File: src/rtl/ifetch_queue.sv
// Instruction fetch stage: owns the fetch pointer, reads a combinational imem
// once per cycle and buffers {pc, op} pairs in a small FIFO feeding the decoder.
module ifetch_queue #(
    parameter int DEPTH = 4,
    parameter int PC_W  = 9,
    parameter int OP_W  = 32,
    parameter int CNT_W = 3
) (
    input  logic             clk,
    input  logic             rst_n,
    output logic [PC_W-1:0]  imem_addr,
    input  logic [OP_W-1:0]  imem_op,
    input  logic             redirect,
    input  logic [PC_W-1:0]  redirect_pc,
    output logic             op_valid,
    output logic [OP_W-1:0]  op_out,
    output logic [PC_W-1:0]  op_pc,
    input  logic             op_ready,
    output logic [CNT_W-1:0] count
);
    localparam int PTR_W = (DEPTH > 1) ? $clog2(DEPTH) : 1;
    localparam logic [CNT_W-1:0] DEPTH_C = CNT_W'(DEPTH);

    typedef struct packed {
        logic [PC_W-1:0] pc;
        logic [OP_W-1:0] op;
    } entry_t;

    entry_t            mem_q [DEPTH];
    logic [PTR_W-1:0]  rd_ptr_q, rd_ptr_d;
    logic [PTR_W-1:0]  wr_ptr_q, wr_ptr_d;
    logic [CNT_W-1:0]  count_q, count_d;
    logic [PC_W-1:0]   fpc_q, fpc_d;
    logic              pop, push;

    assign pop  = (count_q != '0) & op_ready;
    // A full FIFO may still accept a word when the head leaves in the same cycle.
    assign push = ~redirect & ((count_q < DEPTH_C) | pop);

    always_comb begin
        rd_ptr_d = rd_ptr_q;
        wr_ptr_d = wr_ptr_q;
        count_d  = count_q;
        fpc_d    = fpc_q;
        if (redirect) begin
            rd_ptr_d = '0;
            wr_ptr_d = '0;
            count_d  = '0;
            fpc_d    = redirect_pc;
        end else begin
            if (pop)  rd_ptr_d = rd_ptr_q + PTR_W'(1);
            if (push) begin
                wr_ptr_d = wr_ptr_q + PTR_W'(1);
                fpc_d    = fpc_q + PC_W'(1);
            end
            count_d = count_q + CNT_W'(push) - CNT_W'(pop);
        end
    end

    always_ff @(posedge clk) begin
        if (!rst_n) begin
            rd_ptr_q <= '0;
            wr_ptr_q <= '0;
            count_q  <= '0;
            fpc_q    <= '0;
            for (int i = 0; i < DEPTH; i++) mem_q[i] <= '0;
        end else begin
            rd_ptr_q <= rd_ptr_d;
            wr_ptr_q <= wr_ptr_d;
            count_q  <= count_d;
            fpc_q    <= fpc_d;
            if (push) mem_q[wr_ptr_q] <= '{pc: fpc_q, op: imem_op};
        end
    end

    assign imem_addr = fpc_q;
    assign op_valid  = (count_q != '0);
    assign op_out    = mem_q[rd_ptr_q].op;
    assign op_pc     = mem_q[rd_ptr_q].pc;
    assign count     = count_q;
endmodule

File: config.mk
export PLATFORM = sky130hd
export DESIGN_NAME = ifetch_queue
export DESIGN_NICKNAME = d
export VERILOG_FILES = /design/src/rtl/ifetch_queue.sv
export SDC_FILE = /design/constraint.sdc
export NUM_CORES = 1
export LEC_CHECK = 0
export CAP_MARGIN = 20
export CELL_PAD_IN_SITES_DETAIL_PLACEMENT = 1
export CELL_PAD_IN_SITES_GLOBAL_PLACEMENT = 1
export CORE_ASPECT_RATIO = 0.5
export CORE_MARGIN = 2
export CORE_UTILIZATION = 45
export CTS_CLUSTER_SIZE = 20
export DETAILED_ROUTE_END_ITERATION = 16
export GPL_TIMING_DRIVEN = 0
export HOLD_SLACK_MARGIN = 0.08
export PLACE_DENSITY_LB_ADDON = 0.1
export SYNTH_ARGS = -nofsm -noshare
export SYNTH_HDL_FRONTEND = slang
export SYNTH_SLANG_ARGS = --single-unit
File: constraint.sdc
create_clock -name clk -period 12.4 [get_ports clk]
set_input_delay 2.48 -clock clk [delete_from_list [all_inputs] [get_ports clk]]
set_output_delay 2.48 -clock clk [all_outputs]
set_load 0.02 [all_outputs]
== Yosys cells after proc, flatten, opt, wreduce, memory -nomap -nowiden ==
Memories as Yosys holds them, arrays and structs flattened. A register that Yosys moved wholly into a read port is not among the register bits.
Cells that the tools add are included.
Storage, ports and cells
  bits in registers: 16
  bits in writable memories: 164
  bits of input ports: 45
  output and inout bits: 54
  memories kept: 1
Memories
  mem_q: words 4, width 41, read ports 1, clocked after Yosys merged registers in 1, wr ports 4, RTL line 29  | entry_t mem_q [DEPTH];
Cells by class
  add/subtract/negate cells: 5
  magnitude comparators: 1
  multiplexer cells: 11
  bitwise gates (word level): 5
  reductions and logical operators: 4
Operators by type and width (number)
  41-bit two-way mux: 1
  41-bit OR reduction: 1
  9-bit two-way mux: 2
  9-bit by 1-bit adder with 9-bit output (second input constant): 1
  2-bit two-way mux: 3
  1-bit two-way mux: 5
  2-bit by 1-bit adder with 2-bit output (second input constant): 2
  3-bit by 1-bit adder with 3-bit output: 1
  3-bit < comparator (second input constant): 1
  3-bit nonzero test: 1
  3-bit by 1-bit subtractor with 3-bit output: 1
  1-bit bitwise AND: 2
  1-bit NOT: 2
  2-bit nonzero test: 1
  2-bit OR reduction: 1
  1-bit OR: 1

== Logic depth before layout (Yosys ltp) ==
  depth in word-level cells: 9
  gate-level depth with buffers: 11

== Least setup slack after synthesis ==
No wires, ideal clock.
  kind: input port to flip-flop
  start point: in redirect
  end point: mem mem_q[0][0] (netlist bit) (enable)
  setup time: 0.501 ns
  arrival time: 6.043 ns
  required time: 11.899 ns
  path slack: 5.855 ns
  cell stages on the path: 5
  path buffers: 2
  path through: buf_2 -> inv_1 -> buf_2 -> nand2_1 -> o31ai_1
RTL lines
  start: declaration: RTL line 13  | input logic redirect,
  end: declaration: RTL line 29

==> impl_metrics.yaml <==
synth:
  synth_area_leaders: "edfxtp_1 (62%), mux4_2 (12%), and2_1 (10%)"
  netlist_area_sq_mm: 0.00795
  syn_avg_cell_area_sq_um: 15.7
  synth-seq-cells: 182
  synth_flop_cell: "edfxtp_1"
  yosys_warnings: 0
  synth_top_area_share: 0.619
  synth_edf_count: 164
  netlist_instances: 506
  ys_seq_area_frac: 0.665
  netlist-cell-type-count: 38
  synth_fp_nets: 555
  yosys.area.top_type: "edfxtp_1"
  synth-async-reset-ratio: 0
cells_and_area:
  layout-drive-gt1-share: 0.158
  seq_area_sq_mm: 0.00529
  num-fill-cells: 1659
  antennaDiodeCount: 0
  multi_input_area_sq_mm: 0.00254
  utilization: 0.572
  fin_nets: 678
  areaGrowthSynthToFinish_pct: 24.9
setup_path:
  cp.required_ps: 9920
  r2r-start: "count[2]"
  crit_fanout: 10
  start_kind: "flip-flop"
  crit_path_end_kind: "output pin"
  critPathKind: "flip-flop to output pin"
  crit_arrival_ps: 2680
route:
  totalWireLength_mm: 18.4
  vias_per_cell: 5.26
  num_vias: 4601
  ant_nets: 0
  drc: 0
  drt-initial-drc-count: 333
  wl_per_cell_um: 21.0
  dr.pass1.iters: 4
timing:
  fmax_mhz: 194
  fin_crit_sh: 0.416
  fin_crit_ps: 5160
  rsz0062_at_grt: "false"
  finClkSkew_ps: 16.1
  drv_slew: 0
  fin_tns_setup_ps: 0
  hold_viol_final: 0
  setup_viol: 0
  worst_pin_slew_ps: 802
  slew_headroom: 0.464
die:
  ios: 99
  placementRows: 34
  die-area_sq_mm: 0.0188
  die-height_um: 98.0
  core_area_sq_mm: 0.0174
  initial_utilization: 0.458
  die_width_um: 192
power:
  powerDensity_mw_per_mm2: 141
  max-vdd-ir-drop_mv: 0.110
  p_leak_uw: 0.00370
clock_tree:
  cts_made_buffers: 17
  clk_path_buf_depth: 2
  holdBufCountCts: 0
  clkTransAtPathRegs_ps: 70
  cts_root_buf: "clkbuf_16"
  htreeDepth: 4
  clock_sinks: 182
  cts_resized: 0
  cts_tree: "built"
  post_cts_buffers: 0
  insertion_delay_ps: 420
global_route:
  antenna_found_initial: 0
  grt_start_max_net_pins: 30
  grt_pass1_vias: 5055
  grt_use_total: 0.207
  grt_pass1_wl_mm: 28.6
  grt_overflow: 0
placed_design:
  port_buffers: 98
  finalWeightedCongestion: 0.713
  hpwl_mm: 12.1
flow_run:
  max-cap-violations: 0
min_path:
  holdCritStartpoint: "rd_ptr_q[1]"
  worstHoldPathType: "flip-flop to flip-flop"
outcome:
  status: "finished clean"
placed cells by master (no fill, tap or decap), types with 6 or more instances in the layout:
master	synthesis	layout
edfxtp_1	164	164
and2_1	128	128
clkdlybuf4s50_1	0	98
and3_1	43	43
mux4_2	41	41
dfxtp_1	18	18
clkbuf_16	0	17
clkbuf_1	15	16
nand2_1	12	12
clkbuf_2	8	8
o21ai_0	10	8
buf_2	7	7
xor2_1	6	6
nor2_1	6	6
critical path: stages (launching register included):
cell and delay, ps:
dfxtp_1 320, clkbuf_1 330, buf_2 450, mux4_2 600, clkdlybuf4s50_1 560
layout make-up:
class | instances | area share
plain buffers | 35 | 0.0151
clock buffers | 18 | 0.0432
clock inverters | 13 | 0.0122
inverters | 4 | 0.00151
multi-input cells | 285 | 0.256
flip-flops and latches | 182 | 0.532
well taps | 234 | 0.0295
repair buffers | 104 | 0.111
report_power, final:
part	switching [uW]	internal (uW)	leakage [uW]
Clock	237	278	0.000269
Sequential	14.7	706	0.00186
Combinational	82.3	78.7	0.00156
stage by stage:
| stage | power (uW) | hold slack, ps | instances | area [sq um] | worst slack (ps) |
|---|---|---|---|---|---|
| final | 1400 | 559 | 875 | 9930 | 7240 |
| after floorplan | 814 | 485 | 506 | 7950 | 5860 |
| after global placement | 891 | 509 | 838 | 9230 | 2720 |
| after CTS | 1410 | 564 | 875 | 9930 | 7190 |
| after detailed placement | 898 | 546 | 844 | 9380 | 7210 |
| after global routing | 1440 | 587 | 875 | 9930 | 7120 |
metal layers:
layer | track usage | part of all wire
met1 | 0.285 | 0.44
met3 | 0.0377 | 0.057
met5 | 0 | 0
met4 | 0.0446 | 0.011
met2 | 0.349 | 0.49
cells in the mapped netlist, types with 3 or more instances:
master / count
a21oi_1: 4
and2_1: 128
and3_1: 43
buf_1: 5
buf_2: 7
clkbuf_1: 15
clkbuf_2: 8
dfxtp_1: 18
edfxtp_1: 164
ha_1: 3
inv_1: 4
mux4_2: 41
nand2_1: 12
nand4_1: 5
nor2_1: 6
o21ai_0: 10
xnor2_1: 4
xor2_1: 6
state kept, by name (all words and copies together) (netlist names), named ones only:
signal and count:
mem_q 164, rd_ptr_q 2, wr_ptr_q 2, count 3, imem_addr 9
cells by family (layout without fill, tap and decap cells):
group / count (synthesis) / after routing / synth area share
compound gates: 21 / 21 / 0.0165
xor+xnor: 10 / 10 / 0.0110
fa+ha+maj: 4 / 4 / 0.00724
buf+inv: 39 / 174 / 0.0208
flops: 182 / 182 / 0.665
mux: 42 / 42 / 0.117
simple gates: 208 / 208 / 0.162
path summary, 6_finish.rpt:
check | endpoint | slack, ps | cells after the start
setup / recovery | op_pc[7] | 7240 | 4
hold / removal | flip-flop | 560 | 2
setup reg to reg | count[2] | 10030 | 9
hold reg to reg | flip-flop | 560 | 2
Note: power is estimated with default switching activity, not from simulation.
